File: src/rtl/scan_sequencer.sv
`default_nettype none
// ============================================================================
// Module   : scan_sequencer
// Purpose  : Line-scan sequencer. Homes the film carrier, then alternates
//            CCD line capture (throttled by TX FIFO level) with carrier steps
//            and mechanical settle until the programmed line count is reached.
// Revision : 1.0  initial release
// ============================================================================
module scan_sequencer #(
    parameter int CNT_W    = 16,
    parameter int SETTLE_W = 24,
    parameter int TIMEOUT  = 2000000
) (
    input  logic                clk_100M,
    input  logic                rst,
    input  logic                start,
    input  logic                abort,
    input  logic [CNT_W-1:0]    num_lines,
    input  logic [CNT_W-1:0]    steps_per_line,
    input  logic [SETTLE_W-1:0] settle_cycles,
    input  logic                home_n,
    input  logic                step_ack,
    input  logic                line_done,
    input  logic                fifo_afull,
    output logic                mtr_en,
    output logic                mtr_dir,
    output logic                step_req,
    output logic                scan_en,
    output logic                busy,
    output logic                done,
    output logic                err_timeout,
    output logic [CNT_W-1:0]    line_cnt
);

    localparam int c_to_w  = $clog2(TIMEOUT + 1);
    localparam int c_tmr_w = (c_to_w > SETTLE_W) ? c_to_w : SETTLE_W;
    localparam logic [c_tmr_w-1:0] c_tmo_last = c_tmr_w'(TIMEOUT - 1);
    localparam logic [c_tmr_w-1:0] c_tmr_max  = '1;

    typedef enum logic [2:0] {
        S_IDLE         = 3'd0,
        S_HOME         = 3'd1,
        S_CAPTURE_WAIT = 3'd2,
        S_CAPTURE      = 3'd3,
        S_STEP         = 3'd4,
        S_SETTLE       = 3'd5,
        S_FINISH       = 3'd6,
        S_ERROR        = 3'd7
    } state_t;

    state_t              r_state;
    state_t              w_state_nxt;
    state_t              w_after_home;

    logic                r_step_req;
    logic                w_step_req_nxt;
    logic [CNT_W-1:0]    r_step_cnt;
    logic [CNT_W-1:0]    w_step_cnt_nxt;
    logic [CNT_W-1:0]    w_step_cnt_inc;
    logic [CNT_W-1:0]    r_line_cnt;
    logic [CNT_W-1:0]    w_line_cnt_nxt;
    logic [CNT_W-1:0]    w_line_inc;

    logic [CNT_W-1:0]    r_num_lines;
    logic [CNT_W-1:0]    r_steps;
    logic [SETTLE_W-1:0] r_settle;

    logic [c_tmr_w-1:0]  r_tmr;
    logic [c_tmr_w:0]    w_tmr_inc;
    logic [c_tmr_w:0]    w_settle_ext;
    logic                w_tmo;
    logic                w_settle_last;
    logic                w_latch;

    logic                r_mtr_en;
    logic                r_mtr_dir;
    logic                r_scan_en;
    logic                r_busy;
    logic                r_done;
    logic                r_err;

    assign w_step_cnt_inc = r_step_cnt + CNT_W'(1);
    assign w_line_inc     = r_line_cnt + CNT_W'(1);
    assign w_tmo          = (r_tmr == c_tmo_last);
    assign w_tmr_inc      = {1'b0, r_tmr} + (c_tmr_w + 1)'(1);
    assign w_settle_ext   = (c_tmr_w + 1)'(r_settle);
    // A zero settle still spends one cycle in SETTLE before capture resumes.
    assign w_settle_last  = (w_tmr_inc >= w_settle_ext);
    assign w_after_home   = (r_num_lines == '0) ? S_FINISH : S_CAPTURE_WAIT;

    always_ff @(posedge clk_100M) begin
        if (rst) begin
            r_state <= S_IDLE;
        end else begin
            r_state <= w_state_nxt;
        end
    end

    always_comb begin
        w_state_nxt    = r_state;
        w_step_req_nxt = r_step_req;
        w_step_cnt_nxt = r_step_cnt;
        w_line_cnt_nxt = r_line_cnt;
        w_latch        = 1'b0;

        case (r_state)
            S_IDLE: begin
                if (start) begin
                    w_state_nxt    = S_HOME;
                    w_latch        = 1'b1;
                    w_line_cnt_nxt = '0;
                end
            end
            S_HOME: begin
                if (w_tmo) begin
                    w_state_nxt = S_ERROR;
                end else if (r_step_req) begin
                    if (step_ack) begin
                        w_step_req_nxt = 1'b0;
                        if (!home_n) begin
                            w_state_nxt = w_after_home;
                        end
                    end
                end else if (!home_n) begin
                    w_state_nxt = w_after_home;
                end else begin
                    w_step_req_nxt = 1'b1;
                end
            end
            S_CAPTURE_WAIT: begin
                if (!fifo_afull) begin
                    w_state_nxt = S_CAPTURE;
                end
            end
            S_CAPTURE: begin
                if (w_tmo) begin
                    w_state_nxt = S_ERROR;
                end else if (line_done) begin
                    w_line_cnt_nxt = w_line_inc;
                    w_state_nxt    = (w_line_inc == r_num_lines) ? S_FINISH : S_STEP;
                end
            end
            S_STEP: begin
                if (r_step_req) begin
                    if (step_ack) begin
                        w_step_req_nxt = 1'b0;
                        w_step_cnt_nxt = w_step_cnt_inc;
                        if (w_step_cnt_inc == r_steps) begin
                            w_state_nxt = S_SETTLE;
                        end
                    end
                end else if (r_step_cnt == r_steps) begin
                    w_state_nxt = S_SETTLE;
                end else begin
                    w_step_req_nxt = 1'b1;
                end
            end
            S_SETTLE: begin
                if (w_settle_last) begin
                    w_state_nxt = S_CAPTURE_WAIT;
                end
            end
            S_FINISH: w_state_nxt = S_IDLE;
            S_ERROR:  w_state_nxt = S_IDLE;
            default:  w_state_nxt = S_IDLE;
        endcase

        // Abort beats timeout and any normal transition; the line count is frozen.
        if (abort && (r_state != S_IDLE)) begin
            w_state_nxt    = S_IDLE;
            w_line_cnt_nxt = r_line_cnt;
        end

        if ((w_state_nxt != S_HOME) && (w_state_nxt != S_STEP)) begin
            w_step_req_nxt = 1'b0;
        end
        if ((w_state_nxt == S_STEP) && (r_state != S_STEP)) begin
            w_step_cnt_nxt = '0;
        end
    end

    // Outputs are decoded from the next state so they change on the same edge as the state.
    always_ff @(posedge clk_100M) begin
        if (rst) begin
            r_step_req  <= 1'b0;
            r_step_cnt  <= '0;
            r_line_cnt  <= '0;
            r_num_lines <= '0;
            r_steps     <= '0;
            r_settle    <= '0;
            r_tmr       <= '0;
            r_mtr_en    <= 1'b0;
            r_mtr_dir   <= 1'b0;
            r_scan_en   <= 1'b0;
            r_busy      <= 1'b0;
            r_done      <= 1'b0;
            r_err       <= 1'b0;
        end else begin
            r_step_req <= w_step_req_nxt;
            r_step_cnt <= w_step_cnt_nxt;
            r_line_cnt <= w_line_cnt_nxt;

            if (w_latch) begin
                r_num_lines <= num_lines;
                r_steps     <= steps_per_line;
                r_settle    <= settle_cycles;
            end

            if (w_state_nxt != r_state) begin
                r_tmr <= '0;
            end else if (r_tmr != c_tmr_max) begin
                r_tmr <= r_tmr + c_tmr_w'(1);
            end

            r_mtr_en  <= (w_state_nxt == S_HOME) || (w_state_nxt == S_STEP);
            r_mtr_dir <= (w_state_nxt == S_STEP);
            r_scan_en <= (w_state_nxt == S_CAPTURE);
            r_busy    <= (w_state_nxt != S_IDLE);
            r_done    <= (w_state_nxt == S_FINISH);

            if (w_latch) begin
                r_err <= 1'b0;
            end else if (w_state_nxt == S_ERROR) begin
                r_err <= 1'b1;
            end
        end
    end

    assign mtr_en      = r_mtr_en;
    assign mtr_dir     = r_mtr_dir;
    assign step_req    = r_step_req;
    assign scan_en     = r_scan_en;
    assign busy        = r_busy;
    assign done        = r_done;
    assign err_timeout = r_err;
    assign line_cnt    = r_line_cnt;

endmodule
`default_nettype wire

File: config.mk
export PLATFORM = sky130hd
export DESIGN_NAME = scan_sequencer
export DESIGN_NICKNAME = d
export VERILOG_FILES = /design/src/rtl/scan_sequencer.sv
export SDC_FILE = /design/constraint.sdc
export NUM_CORES = 1
export LEC_CHECK = 0
export ABC_AREA = 1
export BUFFER_PORTS_ARGS = -buffer_cell sky130_fd_sc_hd__buf_2
export CAP_MARGIN = 20
export CORE_AREA = 2 2 119 110
export CTS_BUF_LIST = sky130_fd_sc_hd__clkbuf_8 sky130_fd_sc_hd__clkbuf_16
export DETAILED_ROUTE_END_ITERATION = 6
export DIE_AREA = 0 0 121 112
export GPL_TIMING_DRIVEN = 0
export PLACE_DENSITY = 0.85
export RECOVER_POWER = 25
export SYNTH_ARGS = -nofsm -noshare
export SYNTH_HDL_FRONTEND = slang
export SYNTH_SLANG_ARGS = --single-unit
File: constraint.sdc
create_clock -name clk_100M -period 4.78 [get_ports clk_100M]
set_input_delay 0.478 -clock clk_100M [delete_from_list [all_inputs] [get_ports clk_100M]]
set_output_delay 0.478 -clock clk_100M [all_outputs]
set_load 0.02 [all_outputs]
# Word level (Yosys, flattened, before mapping)
# Index checks and enable logic that the tools add are counted.
[totals] regBits=122 inputBits=64 output_inout_bits=23
[classes] addsub=4 magnitude_cmp=1 eq_ne=25 mux=30 n_bitwise=1 reduce_logical=18
[ops] op="16-bit equality test" n=3
[ops] op="16-bit two-way mux" n=3
[ops] op="3-bit two-way mux" n=15
[ops] op="16-bit by 1-bit adder with 16-bit output (second input constant)" n=2
[ops] op="16-bit one-hot mux with 2 select lines" n=1
[ops] op="24-bit by 1-bit adder with 25-bit output (second input constant)" n=1
[ops] op="25-bit by 24-bit >= comparator with 1-bit output" n=1
[ops] op="24-bit by 1-bit adder with 24-bit output (second input constant)" n=1
[ops] op="24-bit by 21-bit equality test with 1-bit output (second input constant)" n=1
[ops] op="24-bit != test (second input constant)" n=1
[ops] op="3-bit equality test (second input constant)" n=7
[ops] op="3-bit one-hot mux with 7 select lines" n=1
[ops] op="16-bit zero test" n=1
[ops] op="2-bit OR reduction" n=5
[ops] op="3-bit by 2-bit equality test with 1-bit output (second input constant)" n=3
[ops] op="1-bit two-way mux" n=8
[ops] op="2-bit != test (second input constant)" n=4
[ops] op="3-bit by 1-bit equality test with 1-bit output (second input constant)" n=2
[ops] op="3-bit != test (second input constant)" n=2
[ops] op="3-bit nonzero test" n=2
[ops] op="5-bit AND reduction" n=1
[ops] op="2-bit nonzero test" n=2
[ops] op="1-bit logical AND" n=3
[ops] op="3-bit zero test" n=1
[ops] op="8 further kinds" n=8

# Logic depth before layout (Yosys ltp)
[depth] word_depth=11 depth_mapped=28 mapped_depth_nobuf=27

# Worst setup path before layout
# No wires, ideal clock.
[synth_path] path_type="reg-to-reg" startpoint="register r_tmr[0]" endpoint="register r_step_cnt[6]" setup_ns=0.117 t_arrival_ns=3.272 path_slack_ns=1.391 stages_incl_launch_ff=27 period_less_slack_ns=3.389 path_cell_list="dfxtp_1 > nand3_1 > nor2_1 > nand3_1 > nor3_1 > nand3_1 > nand3b_1 > nor3_2 > nand3_1 > nand2_1 > inv_1 > nor2_1 > inv_1 > ha_1 > nand3_1 > nor3_1 > nand2_1 > nand3_1 > nor2_1 > nand3_2 > nand2_1 > nand2_1 > inv_1 > nand2_4 > o21ai_4 > buf_6 > nor2_1"
[synth_via] elab_chain_cells=8
[synth_lines] element="start: declaration" line="68" source="logic [c_tmr_w-1:0] r_tmr;"
[synth_lines] element="start signal: assignment" line="212" source="r_tmr <= r_tmr + c_tmr_w'(1);"
[synth_lines] element="24-bit by 1-bit adder with 25-bit output" line="85" source="assign w_tmr_inc = {1'b0, r_tmr} + (c_tmr_w + 1)'(1);"
[synth_lines] element="named net w_tmr_inc[23]" line="69" source="logic [c_tmr_w:0] w_tmr_inc;"
[synth_lines] element="25-bit by 24-bit >= comparator with 1-bit output" line="88" source="assign w_settle_last = (w_tmr_inc >= w_settle_ext);"
[synth_lines] element="3-bit two-way mux" line="159" source="if (w_settle_last) begin"
[synth_lines] element="3-bit one-hot mux with 7 select lines" line="106" source="case (r_state)"
[synth_lines] element="3-bit two-way mux" line="169" source="if (abort && (r_state != S_IDLE)) begin"
[synth_lines] element="3-bit equality test" line="177" source="if ((w_state_nxt == S_STEP) && (r_state != S_STEP)) begin"
[synth_lines] element="1-bit logical AND" line="177"
[synth_lines] element="2-bit OR reduction (no source line)"
[synth_lines] element="end signal: assignment" line="200" source="r_step_cnt <= w_step_cnt_nxt;"
[synth_lines] element="end: declaration" line="57" source="logic [CNT_W-1:0] r_step_cnt;"
# The timed path passes the listed nets, and every way through them passes these cells.
# A chain may end at the register's enable or synchronous reset.

# Worst setup path in the final report
[layout_path] startpoint="register r_tmr[0]" endpoint="register r_step_cnt[13]"
# Same word-level chain as after synthesis.

==> results_tabular.tex <==
\begin{tabular}{lr}
\hline
Metric & Value \\
\hline
\multicolumn{2}{l}{\textbf{Placed design}} \\
\quad IO Port Bufs & 86 \\
\quad Placer congestion estimate & 0.940 \\
\quad Half-perimeter wire length of the detailed placement result & 14000 um \\
\quad Count of placed standard cells including taps & 1327 \\
\multicolumn{2}{l}{\textbf{Worst setup path}} \\
\quad Sort of element at the start of the critical path & flip-flop \\
\quad Internal reg-to-reg setup slack & 0.55 ns \\
\quad Class of the most critical setup path & flip-flop to flip-flop \\
\quad Start point of the critical path & r\_tmr[0] \\
\quad Data required time of the critical path & 5.09 ns \\
\quad Crit-path max FO & 10 \\
\quad Critical path destination & r\_step\_cnt[13] \\
\quad Max stage delay cell, worst path & sky130\_fd\_sc\_hd\_\_dfxtp\_1 \\
\quad Delay of the slowest critical-path stage & 0.44 ns \\
\quad FF-to-FF End & r\_step\_cnt[13] \\
\quad Launching point of the worst reg2reg path & r\_tmr[0] \\
\quad Kind of end point of the critical path & flip-flop \\
\quad Most common cell type on the critical path & sky130\_fd\_sc\_hd\_\_nand3\_1 \\
\quad Depth of the worst register-to-register path & 26 \\
\quad CP arrival & 4.54 ns \\
\multicolumn{2}{l}{\textbf{STA}} \\
\quad Final hold vios & 0 \\
\quad Total count of max-transition violations in the final report & 0 \\
\quad Worst-case clock skew & 0.00856 ns \\
\quad Max frequency & 237 MHz \\
\quad Least-Margin Pin Slew & 0.601 ns \\
\quad Setup repair after global routing missed its margin & false \\
\quad Final period demand of the worst path & 4.23 ns \\
\quad Total setup violations reported at the end of the flow & 0 \\
\quad Share of the clock period used by the worst path & 88.4\% \\
\quad Worst slew margin & 60.0\% \\
\quad Total Negative Setup Slacks & 0 ns \\
\multicolumn{2}{l}{\textbf{Clock network}} \\
\quad Total CTS buffers & 17 \\
\quad Number of sinks driven by the clock tree & 122 \\
\quad Number of H-tree levels & 4 \\
\quad Clk Tree Root Cell & sky130\_fd\_sc\_hd\_\_clkbuf\_16 \\
\quad Clock-pin slew on the worst setup and hold paths & 0.06 ns \\
\quad Number of buffers inserted to repair setup after CTS & 0 \\
\quad Post-CTS Hold Fix Bufs & 0 \\
\quad Deepest clock path buffer count & 2 \\
\quad Post-cts resize count & 0 \\
\quad Insertion delay of the later-clocked pin in the worst-skew pair & 0.43 ns \\
\quad CTS tree & yes \\
\multicolumn{2}{l}{\textbf{Logic synthesis}} \\
\quad Instance count of the mapped netlist & 1077 \\
\quad Mapped Nets & 1168 \\
\quad Fraction of the yosys area taken by sequential cells & 34.3\% \\
\quad Area of the mapped netlist & 0.00712 mm2 \\
\quad Netlist cell types & 40 \\
\quad Warnings from Yosys & 0 \\
\quad Average size of a mapped cell & 6.61 um2 \\
\quad Register bit total from synthesis & 122 \\
\multicolumn{2}{l}{\textbf{Global route}} \\
\quad Total routing resource utilization after global routing & 28.9\% \\
\quad Global-route wire length before repair & 31100 um \\
\quad Gr ovfl total & 0 \\
\quad Number of global-route vias before repair & 6903 \\
\quad Maximum number of pins on one net before global-route repair & 17 \\
\quad Number of antenna violations at the first check in global routing & 0 \\
\multicolumn{2}{l}{\textbf{Layout}} \\
\quad Layout-stage area growth over the synthesis result & 17.1\% \\
\quad Nets & 1273 \\
\quad Post-route non-filler standard cell count & 1359 \\
\quad Antenna diodes & 0 \\
\quad Layout cells sized above 1 & 12.3\% \\
\quad Layout filler cell count & 1060 \\
\multicolumn{2}{l}{\textbf{Detailed routing}} \\
\quad Detailed router's first-iteration violation count & 585 \\
\quad Number of vias per cell & 5.38 \\
\quad Residual DRC & 1 \\
\quad Number of nets still failing antenna checks after routing & 0 \\
\quad Aggregate routed wire length & 19200 um \\
\quad Total iterations of the first detailed-routing run & 7 \\
\quad Average routed wire per standard cell & 14.1 um \\
\quad Total number of vias & 7309 \\
\multicolumn{2}{l}{\textbf{Die}} \\
\quad Count of boundary I/O pins & 87 \\
\quad Placeable core region & 0.0123 mm2 \\
\quad Starting density of the core & 57.7\% \\
\quad Width of the die & 121 um \\
\quad Placement Rows & 39 \\
\quad Die Height & 112 um \\
\quad Total Die Area & 0.0136 mm2 \\
\multicolumn{2}{l}{\textbf{Pwr}} \\
\quad Worst supply voltage drop on vdd & 0.000294 V \\
\quad Power density over the cells & 383 mW/mm2 \\
\quad Fraction of power spent switching nets & 31.4\% \\
\quad Internal power consumption & 2.19 mW \\
\quad Switching power summed over all nets & 1.00 mW \\
\quad Sum of internal, switching and leakage power & 3.19 mW \\
\quad Clock group share of total power & 41.5\% \\
\quad Leakage dissipation & 3.61 nW \\
\quad Proportion of power drawn by flip-flops and latches & 36.6\% \\
\quad Combinational fraction of design power & 21.9\% \\
\multicolumn{2}{l}{\textbf{Run status}} \\
\quad Outcome & complete, but fails checks \\
\quad Failing checks & design-rule violations \\
\multicolumn{2}{l}{\textbf{Min path}} \\
\quad Hold depth & 3 \\
\quad Hold/Removal Path Class & primary input to flip-flop \\
\multicolumn{2}{l}{\textbf{Run}} \\
\quad Maxcap violations & 0 \\
\hline
\end{tabular}
-- layer usage --
metal  GRT usage, %  share of wire [%]
met1           34.6                 42
met2           49.5                 49
met3           7.02                7.0
met4           11.3                2.4
met5              0                  0
-- power groups by stage --
stage          clock network, mW  logic, mW  registers, mW
5_1_grt                     1.39      0.777           1.18
2_1_floorplan                  0      0.477           1.18
3_5_place_dp                   0      0.675           1.19
6_report                    1.33      0.699           1.17
3_3_place_gp                   0      0.659           1.18
4_1_cts                     1.33      0.693           1.17
-- layout make-up --
| type | instances | area [um2] | share of cell area, % |
|---|---|---|---|
| clock inverter | 12 | 146 | 1.75 |
| multi-input combinational | 781 | 4000 | 48.0 |
| inverter | 143 | 537 | 6.43 |
| timing repair buffer | 86 | 402 | 4.81 |
| tap | 164 | 205 | 2.46 |
| sequential | 122 | 2440 | 29.3 |
| buffer | 31 | 143 | 1.71 |
| clock buffer | 20 | 467 | 5.59 |
-- registers in the layout, summed over array words and instances, names as in the netlist --
| signal | flops |
|---|---|
| mtr_en | 1 |
| r_steps | 16 |
| r_state | 3 |
| r_tmr | 24 |
| r_settle | 24 |
| scan_en | 1 |
| r_step_cnt | 16 |
| step_req | 1 |
| mtr_dir | 1 |
| r_num_lines | 16 |
| done | 1 |
| line_cnt | 16 |
| busy | 1 |
| err_timeout | 1 |
-- cells by family (layout without fill, tap and decap cells) --
| family | after synthesis | count (layout) | share of synthesized area, % |
|---|---|---|---|
| compound gates | 177 | 177 | 12.9 |
| xor+xnor | 42 | 42 | 5.37 |
| fa+ha+maj | 27 | 27 | 4.74 |
| buf+inv | 174 | 292 | 9.54 |
| flops | 122 | 122 | 34.3 |
| mux | 1 | 1 | 0.141 |
| simple gates | 534 | 534 | 33.0 |
-- cells in the mapped netlist, drive strengths merged --
cell type	number	share of area, %
o21bai	3	0.32
o22ai	1	0.088
or2	4	0.35
nand2	252	14
a2bb2oi	1	0.12
o21a	2	0.21
ha	27	4.7
clkbuf	24	1.3
nand3	81	6.1
nand3b	2	0.21
dfxtp	122	34
a21oi	93	6.5
xnor2	11	1.4
clkinv	1	0.053
xor3	1	0.33
inv	142	7.5
a31oi	3	0.26
nor4	2	0.18
nor3	15	1.3
o2111ai	1	0.12
buf	7	0.74
xor2	30	3.7
mux2i	1	0.14
nor3b	1	0.11
nor2	158	9.3
nand4	19	1.7
o21ai	73	5.3
-- worst max-delay path: cells and delay by family (launching register included) --
| kind | cells | cell delay [ns] |
|---|---|---|
| AO/OA/AOI/OAI | 1 | 0.27 |
| AND/OR/NAND/NOR | 20 | 2.69 |
| flip-flops | 1 | 0.44 |
| adder cells (fa/ha/maj) | 1 | 0.28 |
| buffers and inverters | 4 | 0.40 |
-- cells in the final DEF (no fill, tap or decap), types with 13 or more instances in the layout --
| master | Yosys | routed |
|---|---|---|
| sky130_fd_sc_hd__xor2_1 | 30 | 30 |
| sky130_fd_sc_hd__nor2_1 | 138 | 138 |
| sky130_fd_sc_hd__a21oi_1 | 93 | 93 |
| sky130_fd_sc_hd__inv_1 | 138 | 138 |
| sky130_fd_sc_hd__clkbuf_16 | 0 | 17 |
| sky130_fd_sc_hd__nor3_1 | 13 | 13 |
| sky130_fd_sc_hd__o21ai_0 | 71 | 71 |
| sky130_fd_sc_hd__nor2_2 | 16 | 16 |
| sky130_fd_sc_hd__ha_1 | 27 | 27 |
| sky130_fd_sc_hd__dfxtp_1 | 122 | 122 |
| sky130_fd_sc_hd__clkbuf_1 | 24 | 47 |
| sky130_fd_sc_hd__buf_2 | 3 | 66 |
| sky130_fd_sc_hd__nand2_1 | 241 | 241 |
| sky130_fd_sc_hd__nand3_1 | 77 | 77 |
| sky130_fd_sc_hd__nand4_1 | 19 | 19 |
-- worst min-delay path by stage --
stage                       startpoint            to
finish               settle_cycles[15]  r_settle[15]
CTS                  settle_cycles[14]  r_settle[14]
floorplan                 r_settle[10]  r_settle[10]
global placement          r_settle[12]  r_settle[12]
detailed placement         r_settle[9]   r_settle[9]
global route        steps_per_line[10]   r_steps[10]
-- stage by stage --
step | cell area (um2) | setup slack [ns] | hold WS [ns] | utilization, %
floorplan | 7120 | 1.39 | 0.435 | -
global placement | 7760 | 0.733 | 0.450 | 62.9
detailed placement | 7760 | 0.634 | 0.453 | 62.9
CTS | 8370 | 0.599 | 0.320 | 67.8
global route | 8340 | 0.168 | 0.341 | 67.6
finish | 8340 | 0.554 | 0.325 | 67.6
Note: power is estimated with default switching activity, not from simulation.
